## src/rtl/transit_ctrl.sv

```systemverilog
// rtl/transit_ctrl.sv - transit controller: command/station-ID sequencing FSM with optional obstacle buzzer
//
// Purpose:
//   Accepts GO/STOP command bytes from a UART receiver and station IDs
//   from a barcode reader. It latches the destination, drives in_transit/go
//   toward the motor path and stops when the destination station is seen.
//   Optional macro OBSTACLE_BUZZ_EN compiles in a differential piezo driver.
//   The driver sounds while moving with the proximity sensor blocked.
//
// Ports:
//   clk          in   system clock, all state on posedge
//   rst          in   asynchronous reset, active-high
//   cmd_rdy      in   command byte available (held until cleared)
//   cmd[7:0]     in   [7:6] opcode (00 STOP, 01 GO, else reserved), [5:0] destination
//   ID_vld       in   station ID available (held until cleared)
//   ID[7:0]      in   [7:6] must be 00 for a valid ID, [5:0] station
//   OK2Move      in   proximity sensor clear (low = obstacle)
//   clr_cmd_rdy  out  one-cycle registered pulse consuming cmd
//   clr_ID_vld   out  one-cycle registered pulse consuming ID
//   in_transit   out  registered, high while MOVING
//   go           out  in_transit & OK2Move
//   dest_ID[5:0] out  latched destination
//   buzz, buzz_n out  differential piezo drive (constant 0 without OBSTACLE_BUZZ_EN)

module transit_ctrl #(
  parameter int BUZZ_HALF = 12500
) (
  input  logic       clk,
  input  logic       rst,
  input  logic       cmd_rdy,
  input  logic [7:0] cmd,
  input  logic       ID_vld,
  input  logic [7:0] ID,
  input  logic       OK2Move,
  output logic       clr_cmd_rdy,
  output logic       clr_ID_vld,
  output logic       in_transit,
  output logic       go,
  output logic [5:0] dest_ID,
  output logic       buzz,
  output logic       buzz_n
);

  // A half-period of zero cycles has no meaningful buzzer behaviour.
  if (BUZZ_HALF < 1) begin : g_bad_buzz_half
    $error("transit_ctrl: BUZZ_HALF must be at least 1");
  end

  typedef enum logic {
    IDLE   = 1'b0,
    MOVING = 1'b1
  } state_t;

  localparam logic [1:0] OP_STOP = 2'b00;
  localparam logic [1:0] OP_GO   = 2'b01;

  state_t     state_q, state_d;
  logic [5:0] dest_q, dest_d;
  logic       clr_cmd_q, clr_cmd_d;
  logic       clr_id_q, clr_id_d;
  logic       in_transit_q;

  logic       cmd_evt;
  logic       id_evt;
  logic       id_match;

  // The producers only drop their valid after seeing our clear pulse, so an
  // input still high in the pulse cycle is the same event and is masked.
  assign cmd_evt  = cmd_rdy & ~clr_cmd_q;
  assign id_evt   = ID_vld & ~clr_id_q;
  assign id_match = (ID[7:6] == 2'b00) && (ID[5:0] == dest_q);

  always_comb begin
    state_d   = state_q;
    dest_d    = dest_q;
    clr_cmd_d = 1'b0;
    clr_id_d  = 1'b0;

    case (state_q)
      IDLE: begin
        if (id_evt) begin
          clr_id_d = 1'b1;
        end
        if (cmd_evt) begin
          clr_cmd_d = 1'b1;
          if (cmd[7:6] == OP_GO) begin
            dest_d  = cmd[5:0];
            state_d = MOVING;
          end
        end
      end

      MOVING: begin
        if (id_evt) begin
          clr_id_d = 1'b1;
          if (id_match) begin
            state_d = IDLE;
          end
        end
        // Evaluated after the ID so a GO/STOP in the same cycle overrides
        // an arrival decision; reserved opcodes leave the ID outcome alone.
        if (cmd_evt) begin
          clr_cmd_d = 1'b1;
          if (cmd[7:6] == OP_STOP) begin
            state_d = IDLE;
          end else if (cmd[7:6] == OP_GO) begin
            dest_d  = cmd[5:0];
            state_d = MOVING;
          end
        end
      end

      default: begin
        state_d = IDLE;
      end
    endcase
  end

  always_ff @(posedge clk or posedge rst) begin
    if (rst) begin
      state_q      <= IDLE;
      dest_q       <= 6'd0;
      clr_cmd_q    <= 1'b0;
      clr_id_q     <= 1'b0;
      in_transit_q <= 1'b0;
    end else begin
      state_q      <= state_d;
      dest_q       <= dest_d;
      clr_cmd_q    <= clr_cmd_d;
      clr_id_q     <= clr_id_d;
      in_transit_q <= (state_d == MOVING);
    end
  end

  assign clr_cmd_rdy = clr_cmd_q;
  assign clr_ID_vld  = clr_id_q;
  assign in_transit  = in_transit_q;
  assign dest_ID     = dest_q;
  assign go          = in_transit_q & OK2Move;

`ifdef OBSTACLE_BUZZ_EN
  localparam int CW = $clog2(BUZZ_HALF + 1);

  logic [CW-1:0] buzz_cnt_q, buzz_cnt_d;
  logic          buzz_q, buzz_d;
  logic          buzz_n_q, buzz_n_d;
  logic          blocked;

  assign blocked = in_transit_q & ~OK2Move;

  always_comb begin
    buzz_cnt_d = '0;
    buzz_d     = 1'b0;
    buzz_n_d   = 1'b0;
    if (blocked) begin
      if (buzz_cnt_q == CW'(BUZZ_HALF - 1)) begin
        buzz_cnt_d = '0;
        buzz_d     = ~buzz_q;
      end else begin
        buzz_cnt_d = buzz_cnt_q + 1'b1;
        buzz_d     = buzz_q;
      end
      buzz_n_d = ~buzz_d;
    end
  end

  always_ff @(posedge clk or posedge rst) begin
    if (rst) begin
      buzz_cnt_q <= '0;
      buzz_q     <= 1'b0;
      buzz_n_q   <= 1'b0;
    end else begin
      buzz_cnt_q <= buzz_cnt_d;
      buzz_q     <= buzz_d;
      buzz_n_q   <= buzz_n_d;
    end
  end

  assign buzz   = buzz_q;
  assign buzz_n = buzz_n_q;
`else
  assign buzz   = 1'b0;
  assign buzz_n = 1'b0;
`endif

endmodule
```

## config.mk

```make
export PLATFORM = sky130hd
export DESIGN_NAME = transit_ctrl
export DESIGN_NICKNAME = d
export VERILOG_FILES = /design/src/rtl/transit_ctrl.sv
export SDC_FILE = /design/constraint.sdc
export NUM_CORES = 1
export LEC_CHECK = 0
export CAP_MARGIN = 10
export CORE_MARGIN = 10
export CORE_UTILIZATION = 29
export CTS_CLUSTER_DIAMETER = 120
export DETAILED_ROUTE_END_ITERATION = 8
export PLACE_DENSITY = 0.79
export SYNTH_ARGS = -nofsm -noshare
export SYNTH_HDL_FRONTEND = slang
export SYNTH_SLANG_ARGS = --single-unit
```

## constraint.sdc

```tcl
create_clock -name clk -period 1.25 [get_ports clk]
set_input_delay 0.1875 -clock clk [delete_from_list [all_inputs] [get_ports clk]]
set_output_delay 0.1875 -clock clk [all_outputs]
set_load 0.03 [all_outputs]
```

# Yosys cells after proc, flatten, opt, wreduce, memory -nomap -nowiden
# Index checks and enable logic that the tools add are counted.
# op_classes
eq_ne,5
muxes,15
bitwise_logic,6
n_reduce_logical,4
# op_table
operator,count
$mux 6,4
$pmux 6 s2,1
$mux 1,9
$eq 6x6->1,1
$logic_not 2->1,2
$ne 2x2->1 const B,2
$and 1x1->1,3
$not 1->1,3
$reduce_and 3->1,1
$eq 2x1->1 const B,1
$ne 2x1->1 const B,1
$pmux 1 s2,1
$logic_and 1x1->1,1
# word_totals
regBits,9
in_bits,21
output_inout_bits,12
word_cells,34

# Logic depth before layout (Yosys ltp)
# Gate-level depths: netlist of the first run.
# depth
ltp_word,8
mapped_depth,4
ltp_nobuf,3

# Least setup slack after synthesis of the first run
# No wires, ideal clock.
# synth_path
path_type,flip-flop to flip-flop
startpoint,"register clr_id_q, in the netlist clr_ID_vld"
endpoint,"register in_transit_q, in the netlist in_transit"
setup_time_ps,143
t_arrival_ps,1398
required_time_ps,1107
setup_slack_ps,-291
path_stages_with_launch,4
n_path_buf,0
period_less_slack_ps,1541
cell_sequence,dfrtp_1 or4b_1 nor4_1 a41oi_1
# synth_between
elab_chain_len,7
# synth_rtl
item,line_no,source
"start, declared",60,"logic clr_id_q, clr_id_d;"
"start signal, assigned",130,clr_id_q <= clr_id_d;
$not 1->1 *,70,assign id_evt = ID_vld & ~clr_id_q;
$and 1x1->1 *,70,
$mux 1 *,94,if (id_evt) begin
$mux 1,106,end else if (cmd[7:6] == OP_GO) begin
$mux 1,104,if (cmd[7:6] == OP_STOP) begin
$mux 1 *,102,if (cmd_evt) begin
$pmux 1 s2 *,79,case (state_q)
net state_d,57,"state_t state_q, state_d;"
"end signal, assigned",131,in_transit_q <= (state_d == MOVING);
"end, declared",61,logic in_transit_q;
# Mark *: on every way through the listed nets, which the timed path passes. The rest lies on a longest branch.
# A chain may end at the register's enable or synchronous reset.

# Final worst setup path of the first run
# layout_path
startpoint,"register clr_cmd_q, in the netlist clr_cmd_rdy"
endpoint,"register dest_q[0], in the netlist dest_ID[0]"
# layout_between
elab_chain_len,4
elab_cells_between_ends,5
classes_between,eq/ne (2); bitwise (2); reduce/logical (1)
# layout_rtl
item,line_no,source
"start, declared",59,"logic clr_cmd_q, clr_cmd_d;"
"start signal, assigned",129,clr_cmd_q <= clr_cmd_d;
$not 1->1 *,69,assign cmd_evt = cmd_rdy & ~clr_cmd_q;
$and 1x1->1 *,69,
$ne 2x2->1 (no line) or $ne 2x1->1 (tied branches),--,
$reduce_and 3->1 (no line) *,--,
"end signal, assigned",128,dest_q <= dest_d;
"end, declared",58,"logic [5:0] dest_q, dest_d;"
# Mark *: on every way between the ends. The rest lies on a longest branch, timed or not.

==> impl_metrics.py, run 1 <==
metrics = {
    "outcome": {
        "run_status": "complete, but fails checks",
        "violations": "negative setup slack",
    },
    "global_routing": {
        "grt_pass1_vias": 416,
        "antenna_found_initial": 0,
        "gr-usage-all-layers": 0.0684,
        "grt_pass1_wl_um": 1800,
        "grt_start_max_net_pins": 10,
        "grt_overflow": 0,
    },
    "synth": {
        "synth_common_cells": "9 x dfrtp_1, 6 x mux2_2, 5 x xor2_1, 2 x buf_4",
        "synth_top_area_share": 0.504,
        "ys_top_cells_by_area": "dfrtp_1 50%, mux2_2 15%, xor2_1 9.8%",
        "synth_edf_count": 0,
        "async_reset_ff_frac": 1.00,
        "synth_cell_type_count": 18,
        "yosysWarnings": 0,
        "syn-mean-instance-area_um2": 12.4,
        "syn_inst": 36,
        "yosysMostFrequentCell": "dfrtp_1",
        "seq_area_frac_synth": 0.504,
        "yosys_register_bits": 9,
        "ys.flop_type": "dfrtp_1",
        "synth_area_um2": 447,
        "synth_top_cell_by_area": "dfrtp_1",
    },
    "timing": {
        "rsz0062_at_grt": "true",
        "setup_violations": 7,
        "setup_ws_ns": -0.0717,
        "hold_viol": 0,
        "max_freq_mhz": 757,
        "finalMaxSlewViolations": 0,
        "finalClockSkew_ns": 0.00784,
        "fin_crit_ns": 1.32,
        "min_period_over_period": 1.06,
    },
    "drt": {
        "postRouteAntennaNets": 0,
        "vias": 393,
        "avgRoutedWirePerCell_um": 14.6,
        "drt_pass1_iterations": 1,
        "drt-initial-drc-count": 0,
        "via_per_inst": 4.52,
        "drcViolationCount": 0,
        "routed_wl_um": 1270,
    },
    "critical_path": {
        "r2r_cells": 3,
        "required_ns": 1.39,
        "start_kind": "flip-flop",
        "cp.arrival_ns": 1.46,
        "endpoint_kind": "flip-flop",
        "rrSetupSlack_ns": -0.07,
        "r2r_end": "dest_ID[0]",
        "crit_type": "reg -> reg",
        "path_max_fanout": 7,
        "r2r-start": "clr_cmd_rdy",
    },
    "floorplan": {
        "rows": 14,
        "start_util": 0.300,
        "ioPinCount": 33,
        "die_h_um": 59.2,
        "die_area_um2": 3510,
        "die_w_um": 59.2,
        "coreArea_um2": 1490,
    },
    "clock_tree": {
        "clk_pin_slew_worst_paths_ns": 0.07,
        "cts_buffer_depth": 2,
        "root_buffer": "clkbuf_4",
        "numCtsBuffers": 3,
        "cts_tree": "built",
        "cts.sinks": 9,
        "h-tree-depth": 1,
        "insertion_delay_ns": 0.26,
    },
    "power_and_ir_drop": {
        "leakagePower_nw": 0.376,
        "peakVddDrop_uv": 812,
        "power_density_nw_per_um2": 1280,
    },
    "layout": {
        "n_antenna_cell": 0,
        "drive_gt1_frac": 0.394,
        "nets": 93,
        "stdcell_area_um2": 835,
        "syn2layout_area_growth_pct": 86.8,
    },
    "placed_design": {
        "port_buffers": 30,
        "gp_congestion": 0.675,
        "hpwl_um": 1080,
        "placed_cell_area_um2": 782,
        "post-place-ws_ns": -0.354,
    },
    "min_path": {
        "hp-class": "in -> async",
    },
    "run": {
        "drv_cap": 0,
    },
}
-- sequential cells by signal, summed over array words and instances, names as in the netlist --
| name | cells |
|---|---|
| clr_ID_vld | 1 |
| clr_cmd_rdy | 1 |
| dest_ID | 6 |
| in_transit | 1 |
-- logic make-up (layout without fill, tap and decap cells) --
family	count (synthesis)	in the layout	synth area share
flip-flops	9	9	0.504
AND/OR/NAND/NOR	8	8	0.134
XOR/XNOR	6	6	0.118
multiplexers	6	6	0.151
buffers and inverters	4	38	0.0532
AO/OA/AOI/OAI	2	2	0.0308
other	1	2	0.00840
-- layout by cell type, fill, tap and decap left out --
| cell | instances |
|---|---|
| a21oi_1 | 1 |
| a41oi_1 | 1 |
| and2_1 | 1 |
| and2b_2 | 1 |
| buf_4 | 10 |
| buf_6 | 2 |
| clkbuf_1 | 1 |
| clkbuf_4 | 3 |
| clkdlybuf4s15_1 | 1 |
| clkdlybuf4s50_1 | 20 |
| conb_1 | 2 |
| dfrtp_1 | 7 |
| dfrtp_2 | 2 |
| inv_1 | 1 |
| mux2_4 | 6 |
| nor2_1 | 1 |
| nor2b_1 | 1 |
| nor4_2 | 1 |
| nor4bb_4 | 1 |
| or3b_2 | 1 |
| or4b_4 | 1 |
| xnor2_1 | 1 |
| xor2_1 | 5 |
-- metrics by stage --
step / total power, mW / setup TNS, ns / utilization / instances / hold slack, ns
after floorplan: 0.653 / -0.716 / - / 37 / 0.0153
after global placement: 0.843 / -2.11 / 0.525 / 83 / 0.458
after detailed placement: 0.850 / -2.44 / 0.525 / 83 / 0.465
after CTS: 1.08 / -0.757 / 0.545 / 87 / 0.199
after global routing: 1.13 / -0.791 / 0.561 / 87 / 0.218
final: 1.07 / -0.425 / 0.561 / 87 / 0.185
-- report_power, final --
| part | internal (mW) | total [mW] | switching (mW) |
|---|---|---|---|
| Combinational | 0.234 | 0.445 | 0.210 |
| Clock | 0.123 | 0.225 | 0.102 |
| Sequential | 0.347 | 0.400 | 0.0532 |
| Total | 0.704 | 1.07 | 0.366 |
-- critical path, stage by stage (launching register included) --
cell and delay (ns):
dfrtp_2 0.43, nor4bb_4 0.28, buf_6 0.19, mux2_4 0.30
-- timing repair --
item                       4_1_cts  5_1_grt
setup endpoints to repair        9        8
resized for setup                2        5
hold buffers                     0        0
setup buffers                    1        0
gates cloned                     0        0
-- layer usage --
layer  part of all wire  GRT usage
met5                  0          0
met4                  0          0
met3               0.14     0.0601
met2               0.51      0.107
met1               0.36     0.0720
-- worst max path at each step --
stage                start    endpoint  slack (ns)  cells after the start
2_1_floorplan  clr_cmd_rdy  dest_ID[0]       -0.10                      3
3_3_place_gp         ID[6]  in_transit       -0.31                      4
3_5_place_dp        cmd[7]  dest_ID[2]       -0.35                      4
4_1_cts        clr_cmd_rdy  dest_ID[5]       -0.12                      3
5_1_grt        clr_cmd_rdy  dest_ID[4]       -0.12                      3
6_report       clr_cmd_rdy  dest_ID[0]       -0.07                      3
-- layout make-up --
class,instances,area [um^2]
Clock buffer,4,26.3
Fill cell,130,654
Inverter,1,3.75
Multi-Input combinational cell,24,249
Sequential cell,9,228
Tap cell,16,20.0
Timing Repair Buffer,33,308
Note: power is estimated with default switching activity, not from simulation.
==> inputs of run 2 (changes only) <==
- CTS_CLUSTER_SIZE: default -> 24
==> results of run 2 <==
No change in the layout: final DEF, timing and power equal those of run 1.
==> inputs of run 3 (changes only) <==
- REMOVE_ABC_BUFFERS: default -> 1
==> impl_metrics.py, run 3 (synthesis results as in run 1) <==
metrics = {
    "clock_tree": {
        "insertion_delay_ns": 0.25,
        "root_buffer": "clkbuf_4",
        "cts_buffer_depth": 2,
        "numCtsBuffers": 3,
        "cts_tree": "built",
        "cts.sinks": 9,
        "clk_pin_slew_worst_paths_ns": 0.06,
        "h-tree-depth": 1,
    },
    "layout": {
        "n_fill_cell": 129,
        "nets": 95,
        "syn2layout_area_growth_pct": 85.7,
        "n_antenna_cell": 0,
        "final_common_cell": "clkdlybuf4s50_1",
        "final_cell_mix": "20 x clkdlybuf4s50_1, 12 x buf_4, 9 x dfrtp_1",
        "largest_reg_flops": 6,
        "drive_gt1_frac": 0.370,
        "multi_input_area_um2": 233,
        "seq_area_um2": 225,
    },
    "drt": {
        "drt_pass1_iterations": 2,
        "drcViolationCount": 0,
        "routed_wl_um": 1320,
        "via_per_inst": 4.38,
        "postRouteAntennaNets": 0,
        "avgRoutedWirePerCell_um": 14.8,
        "drt-initial-drc-count": 1,
        "vias": 390,
    },
    "global_routing": {
        "grt_pass1_wl_um": 1940,
        "grt_pass1_vias": 430,
        "antenna_found_initial": 0,
        "grt_overflow": 0,
        "grt_start_max_net_pins": 10,
        "gr-usage-all-layers": 0.0726,
    },
    "timing": {
        "min_period_over_period": 1.05,
        "finalMaxSlewViolations": 0,
        "hold_ws_ns": 0.190,
        "rsz0062_at_grt": "true",
        "setup_violations": 7,
        "setup_ws_ns": -0.0625,
        "fin_crit_ns": 1.31,
        "max_freq_mhz": 762,
        "finalClockSkew_ns": 0.00288,
        "hold_viol": 0,
    },
    "floorplan": {
        "start_util": 0.300,
        "coreArea_um2": 1490,
        "rows": 14,
        "die_w_um": 59.2,
        "die_h_um": 59.2,
        "ioPinCount": 33,
        "die_area_um2": 3510,
    },
    "critical_path": {
        "crit_chain": "nor4bb_1 -> buf_4 -> mux2_4",
        "path_max_fanout": 7,
        "slowest_delay_ns": 0.39,
        "start_kind": "flip-flop",
        "cp.arrival_ns": 1.45,
        "crit_type": "reg -> reg",
        "required_ns": 1.39,
        "endpoint_kind": "flip-flop",
        "cp_slowest_cell": "dfrtp_1",
    },
    "placed_design": {
        "port_buffers": 30,
        "gp_congestion": 0.637,
        "hpwl_um": 1110,
    },
    "power_and_ir_drop": {
        "total_power_mw": 1.08,
        "power_density_nw_per_um2": 1310,
        "peakVddDrop_uv": 743,
        "leakagePower_nw": 0.383,
    },
    "outcome": {
        "run_status": "complete, but fails checks",
        "violations": "negative setup slack",
    },
    "min_path": {
        "hp-class": "in -> async",
    },
    "run": {
        "drv_cap": 0,
    },
}
## run 3: power breakdown
| part | internal, mW | total [mW] | switching (mW) |
|---|---|---|---|
| Sequential | 0.346 | 0.394 | 0.0483 |
| Clock | 0.123 | 0.221 | 0.0981 |
| Combinational | 0.247 | 0.470 | 0.223 |
| Total | 0.716 | 1.08 | 0.369 |
## run 3: what timing repair did
action                     in CTS  in global routing
pin swaps                       4                  1
setup endpoints to repair       9                  8
setup buffers                   1                  1
gates cloned                    0                  0
hold buffers                    0                  0
resized for setup               7                  4
## run 3: layer usage
| layer | GRT usage | wire, um | vias up |
|---|---|---|---|
| met1 | 0.0720 | 490 | 183 |
| met2 | 0.126 | 732 | 14 |
| met5 | 0 | 0 | - |
| met3 | 0.0408 | 95 | 0 |
| li1 | - | - | 193 |
| met4 | 0.0197 | 0 | 0 |
## run 3: stage by stage
step	instances	util	TNS (ns)	instance area (um^2)	setup slack, ns
CTS	88	0.541	-0.485	806	-0.0743
detailed placement	83	0.504	-2.44	751	-0.434
global route	89	0.557	-0.794	830	-0.119
global placement	83	0.504	-2.33	751	-0.413
floorplan	34	-	-4.05	430	-0.606
finish	89	0.557	-0.384	830	-0.0625
## run 3: area by class of cell
cell class                      count  area share
Multi-Input combinational cell     24       0.281
Timing Repair Buffer               35       0.388
Sequential cell                     9       0.271
Tap cell                           16      0.0241
Clock buffer                        4      0.0317
Inverter                            1     0.00452
## run 3: worst paths after layout
path	start	endpoint	slack [ns]	depth (start not counted)
max	clr_cmd_rdy	dest_ID[3]	-0.06	3
max reg2reg	clr_cmd_rdy	dest_ID[3]	-0.06	3
min reg2reg	clr_cmd_rdy	clr_cmd_rdy	0.55	2
min in group clk	cmd_rdy	clr_cmd_rdy	0.53	2
min	rst	dest_ID[4]	0.19	2
max in group asynchronous	rst	in_transit	0.81	2
## run 3: critical path: cells and delay by family (launching register included)
family,cells,cell delay (ns)
mux,1,0.32
buf+inv,1,0.23
simple gates,1,0.26
flops,1,0.39
